--- src/rtl/button_event_decoder.sv ---
// button_event_decoder: turns debounced button levels into one-cycle command pulses
// with plus/minus auto-repeat and short/long discrimination on the program button.
module button_event_decoder #(
  parameter int HOLD_CYCLES   = 1000,
  parameter int REPEAT_CYCLES = 200,
  parameter int LONG_CYCLES   = 2000
) (
  input  logic clk,
  input  logic rst_n,
  input  logic debounced_plus_button,
  input  logic debounced_minus_button,
  input  logic debounced_program_button,
  input  logic debounced_set_alarm_button,
  input  logic debounced_turn_off_alarm_button,
  output logic plus_pulse,
  output logic minus_pulse,
  output logic program_short_pulse,
  output logic program_long_pulse,
  output logic set_alarm_pulse,
  output logic turn_off_alarm_pulse
);
  localparam int PM_MAX = (HOLD_CYCLES > REPEAT_CYCLES) ? HOLD_CYCLES : REPEAT_CYCLES;
  localparam int PMW = $clog2(PM_MAX + 1);
  localparam int PW = $clog2(LONG_CYCLES + 1);
  // Counters compare against N-1 because the pulse is registered on the edge the count would reach N.
  localparam logic [PMW-1:0] HOLD_LAST = PMW'(HOLD_CYCLES - 1);
  localparam logic [PMW-1:0] REP_LAST = PMW'(REPEAT_CYCLES - 1);
  localparam logic [PW-1:0] LONG_LAST = PW'(LONG_CYCLES - 1);
  typedef enum logic [1:0] {IDLE, HOLD, REPEAT, LOCK} pm_state_t;
  typedef enum logic [1:0] {P_IDLE, P_TIMING, P_WAIT_RELEASE} p_state_t;
  logic [4:0] btn, prev_q, rise;
  pm_state_t pm_state_q, pm_state_d;
  p_state_t p_state_q, p_state_d;
  logic [PMW-1:0] pm_cnt_q, pm_cnt_d;
  logic [PW-1:0] p_cnt_q, p_cnt_d;
  logic dir_q, dir_d;
  logic latched, other;
  logic plus_q, plus_d, minus_q, minus_d;
  logic short_q, short_d, long_q, long_d;
  logic set_q, off_q;
  assign btn = {debounced_turn_off_alarm_button, debounced_set_alarm_button,
                debounced_program_button, debounced_minus_button, debounced_plus_button};
  assign rise = btn & ~prev_q;
  assign latched = dir_q ? btn[1] : btn[0];
  assign other = dir_q ? btn[0] : btn[1];
  assign plus_pulse = plus_q;
  assign minus_pulse = minus_q;
  assign program_short_pulse = short_q;
  assign program_long_pulse = long_q;
  assign set_alarm_pulse = set_q;
  assign turn_off_alarm_pulse = off_q;
  always_comb begin
    pm_state_d = pm_state_q;
    pm_cnt_d = pm_cnt_q;
    dir_d = dir_q;
    plus_d = 1'b0;
    minus_d = 1'b0;
    case (pm_state_q)
      IDLE: begin
        if (rise[0] && !btn[1]) begin
          plus_d = 1'b1;
          dir_d = 1'b0;
          pm_cnt_d = '0;
          pm_state_d = HOLD;
        end else if (rise[1] && !btn[0]) begin
          minus_d = 1'b1;
          dir_d = 1'b1;
          pm_cnt_d = '0;
          pm_state_d = HOLD;
        end else if (rise[0] || rise[1]) begin
          pm_cnt_d = '0;
          pm_state_d = LOCK;
        end
      end
      HOLD, REPEAT: begin
        if (other) begin
          pm_cnt_d = '0;
          pm_state_d = LOCK;
        end else if (!latched) begin
          pm_cnt_d = '0;
          pm_state_d = IDLE;
        end else if (pm_cnt_q == ((pm_state_q == HOLD) ? HOLD_LAST : REP_LAST)) begin
          plus_d = !dir_q;
          minus_d = dir_q;
          pm_cnt_d = '0;
          pm_state_d = REPEAT;
        end else begin
          pm_cnt_d = pm_cnt_q + 1'b1;
        end
      end
      LOCK: begin
        if (!btn[0] && !btn[1]) begin
          pm_cnt_d = '0;
          pm_state_d = IDLE;
        end
      end
      default: pm_state_d = IDLE;
    endcase
  end
  always_comb begin
    p_state_d = p_state_q;
    p_cnt_d = p_cnt_q;
    short_d = 1'b0;
    long_d = 1'b0;
    case (p_state_q)
      P_IDLE: begin
        if (rise[2]) begin
          p_cnt_d = '0;
          p_state_d = P_TIMING;
        end
      end
      P_TIMING: begin
        if (!btn[2]) begin
          short_d = 1'b1;
          p_cnt_d = '0;
          p_state_d = P_IDLE;
        end else if (p_cnt_q == LONG_LAST) begin
          long_d = 1'b1;
          p_cnt_d = '0;
          p_state_d = P_WAIT_RELEASE;
        end else begin
          p_cnt_d = p_cnt_q + 1'b1;
        end
      end
      P_WAIT_RELEASE: begin
        if (!btn[2]) begin
          p_cnt_d = '0;
          p_state_d = P_IDLE;
        end
      end
      default: p_state_d = P_IDLE;
    endcase
  end
  always_ff @(posedge clk or negedge rst_n) begin
    if (!rst_n) begin
      prev_q <= '0;
      pm_state_q <= IDLE;
      p_state_q <= P_IDLE;
      pm_cnt_q <= '0;
      p_cnt_q <= '0;
      dir_q <= 1'b0;
      plus_q <= 1'b0;
      minus_q <= 1'b0;
      short_q <= 1'b0;
      long_q <= 1'b0;
      set_q <= 1'b0;
      off_q <= 1'b0;
    end else begin
      prev_q <= btn;
      pm_state_q <= pm_state_d;
      p_state_q <= p_state_d;
      pm_cnt_q <= pm_cnt_d;
      p_cnt_q <= p_cnt_d;
      dir_q <= dir_d;
      plus_q <= plus_d;
      minus_q <= minus_d;
      short_q <= short_d;
      long_q <= long_d;
      set_q <= rise[3];
      off_q <= rise[4];
    end
  end
endmodule

--- config.mk ---
export PLATFORM = sky130hd
export DESIGN_NAME = button_event_decoder
export DESIGN_NICKNAME = d
export VERILOG_FILES = /design/src/rtl/button_event_decoder.sv
export SDC_FILE = /design/constraint.sdc
export NUM_CORES = 1
export LEC_CHECK = 0
export BUFFER_PORTS_ARGS = -buffer_cell sky130_fd_sc_hd__buf_2
export CAP_MARGIN = 20
export CORE_MARGIN = 2
export CORE_UTILIZATION = 35
export DETAILED_ROUTE_END_ITERATION = 8
export HOLD_SLACK_MARGIN = 0.05
export PLACE_DENSITY = 0.55
export SLEW_MARGIN = 25
export SYNTH_ARGS = -nofsm -noshare
export SYNTH_HDL_FRONTEND = slang
export SYNTH_SLANG_ARGS = --single-unit
--- constraint.sdc ---
create_clock -name clk -period 6 [get_ports clk]
set_clock_uncertainty 0.15 [all_clocks]
set_input_delay 0.6 -clock clk [delete_from_list [all_inputs] [get_ports clk]]
set_output_delay 0.6 -clock clk [all_outputs]
set_load 0.03 [all_outputs]
==> summary.md <==
| Metric | Value |
|---|---|
| Core Footprint | 5140 um2 |
| DR pass1 iterations | 5 |
| Flop-to-flop setup slack | 3.51 ns |
| Ys flop type | dfrtp_1 |
| Worst path arrival time | 2.52 ns |
| Final slew viol count | 0 |
| TritonCTS Sinks | 37 |
| Post-synth EDFFs | 0 |
| PortBufs | 12 |
| Max FO, Critical Path | 9 |
| Final WL | 3450 um |
| Share of layout cells above drive strength 1 | 13.4% |
| Routed len/inst | 12.4 um |
| Nets | 221 |
| Die width | 77.1 um |
| Sw frac | 30.6% |
| Yosys reg bits | 37 |
| Final WS setup | 3.51 ns |
| Final setup fails | 0 |
| Total of max-cap violations | 0 |
| Rows | 26 |
| First-pass GRT wire length | 6120 um |
| Worst-margin pin slew | 0.829 ns |
| Largest net degree at the start of global routing | 38 |
| Post-DRT Antenna Nets | 0 |
| Crit path kind | flip-flop to flip-flop |
| Via density | 5.08 |
| Area contributors post-synth | dfrtp_1 49%, o21ai_0 5.9%, nor2_1 4.4% |
| Initial Util | 36.4% |
| Post-CTS Resized | 0 |
| Critical Path Start Type | flip-flop |
| Worst EP required | 6.03 ns |
| Synthesis warning total | 0 |
| Synth Instances | 191 |
| HPWL Detailed | 2300 um |
| P_sw | 217 uW |
| Syn nets | 204 |
| Maximum vdd drop | 0.000172 V |
| Internal power | 491 uW |
| Fmax achieved | 401 MHz |
| Setup TNS | 0 ns |
| Die footprint | 5950 um2 |
| Clock transition at path regs | 0.07 ns |
| Hold buffer count at cts | 0 |
| Max clock buf depth | 2 |
| Distinct cells, synth | 35 |
| PwrDens | 331 nW/um2 |
| CTS root buf | clkbuf_8 |
| Period Utilization, post-route | 41.5% |
| Synth Area per Inst | 9.80 um2 |
| Area Growth Syn to Fin | 14.1% |
| Share of the synthesized area in the top cell type | 49.5% |
| Worst-Skew Late Latency | 0.29 ns |
| Tot GR Track Use | 12.8% |
| TritonCTS clock tree | yes |
| Sequential area share after synthesis | 49.5% |
| Via count | 1416 |
| Htree depth | 2 |
| Final GP Congestion | 0.776 |
| Fin crit period | 2.49 ns |
| Share of power burned in combinational logic | 27.2% |
| Clock Power Share | 31.5% |
| # DRC | 0 |
| FF+latch area | 926 um2 |
| IO Pins | 13 |
| Die Span Y | 77.1 um |
| Power, Total | 707 uW |
| Pre-CTS setup slack | 3.53 ns |
| Initial antenna violation count | 0 |
| Gr ovfl total | 0 |
| Fraction of registers with async set or reset after synthesis | 100% |
| RSZ-0062 raised after global routing | no |
| CTS buffer count | 5 |
| Post-CTS Setup Repair Bufs | 0 |
| Worst min-delay path class | flip-flop to flip-flop |
| Drt initial violations | 150 |
| Synth cell count leaders | 37 x dfrtp_1, 22 x nor2_1, 22 x o21ai_0 |
| Multi-input logic area | 920 um2 |
| Slew HR | 44.7% |
| Flop pwr share | 41.3% |
| Vias in the first global route | 1341 |
| P_leak | 0.000965 uW |
| Final Hold Vio Count | 0 |
| Most common cell in the netlist | dfrtp_1 |
| N_diodes | 0 |
| Filler cells | 513 |
| Worst setup EP type | flip-flop |
| Largest area contributor in the netlist | dfrtp_1 |
| Run status | finished clean |
| Area of the mapped netlist | 1870 um2 |
[critical path, cell delays in order, from the launching register on]
cell and delay (ns):
dfrtp_1 0.38, inv_1 0.08, ha_1 0.20, or4_4 0.54, a2111oi_4 0.44, nor2_2 0.16
a21o_1 0.20, a22o_1 0.22
[layer usage]
layer,GRT usage (%),wire (um),up-vias
li1,-,-,723
met1,16.8,1710,660
met2,19.7,1560,27
met3,3.53,130,6
met4,5.36,54,0
met5,0,0,-
[path summary, 6_finish.rpt]
| check | end | cells past startpoint | startpoint |
|---|---|---|---|
| worst min register to register | set_alarm_pulse | 1 | prev_q[3] |
| worst min-delay path | set_alarm_pulse | 1 | prev_q[3] |
| worst max-delay path | pm_cnt_q[9] | 7 | pm_state_q[1] |
| min in group asynchronous | turn_off_alarm_pulse | 1 | rst_n |
| worst max register to register | pm_cnt_q[9] | 7 | pm_state_q[1] |
| max in group asynchronous | pm_cnt_q[2] | 1 | rst_n |
[flip-flops by register name, indices dropped and copies added, names as in the netlist]
signal,cells
program_short_pulse,1
program_long_pulse,1
pm_cnt_q,10
turn_off_alarm_pulse,1
minus_pulse,1
set_alarm_pulse,1
plus_pulse,1
pm_state_q,2
dir_q,1
prev_q,5
p_cnt_q,11
p_state_q,2
[power by group through the flow]
| stage | Clock (uW) | Sequential (uW) | Combinational [uW] |
|---|---|---|---|
| floorplan | 0 | 296 | 143 |
| finish | 223 | 292 | 193 |
| detailed placement | 0 | 296 | 194 |
| global placement | 0 | 296 | 192 |
| CTS | 231 | 292 | 195 |
| global route | 240 | 296 | 221 |
[logic make-up after synthesis]
family / synth area share (%)
AND/OR/NAND/NOR: 24.1
AO/OA/AOI/OAI: 17.9
flip-flops: 49.5
buffers and inverters: 1.40
adder cells (fa/ha/maj): 4.01
multiplexers: 2.21
XOR/XNOR: 0.936
[final cells by class]
class	instances	share of cell area, %
Timing Repair Buffer	14	3.51
Sequential cell	37	43.4
Inverter	3	0.527
Multi-Input combinational cell	147	43.1
Clock inverter	1	1.41
Clock buffer	7	4.04
Tap cell	70	4.10
[metrics by stage]
step | util (%) | std cells | hold slack [ns] | instance area (um2)
2_1_floorplan | - | 191 | 0.154 | 1870
3_3_place_gp | 39.3 | 271 | 0.230 | 2020
3_5_place_dp | 39.3 | 271 | 0.251 | 2020
4_1_cts | 41.6 | 279 | 0.261 | 2140
5_1_grt | 41.6 | 279 | 0.263 | 2140
6_report | 41.6 | 279 | 0.252 | 2140
[cell usage in the layout, fill, tap and decap left out, types with 2 or more instances in the layout]
cell      synthesis  layout
a21o_1            5       5
a21oi_1           5       5
a22o_1            6       6
and2_1            2       2
and3_1            4       4
and3b_1           2       2
buf_2             0      12
buf_4             0       2
clkbuf_8          0       6
dfrtp_1          37      37
ha_1              6       6
inv_1             3       3
mux2i_1           3       3
nand2_1          12      12
nand2b_1          7       7
nand3_1          11      11
nand3b_1          2       2
nand4_1           3       3
nor2_1           22      22
nor2b_1           6       6
nor3_1            6       6
o211ai_1          2       2
o21ai_0          22      22
o31ai_1           5       5
or2_2             2       2
or3_1             2       2
xnor2_1           2       2
Power figures use the tool's default switching activity.
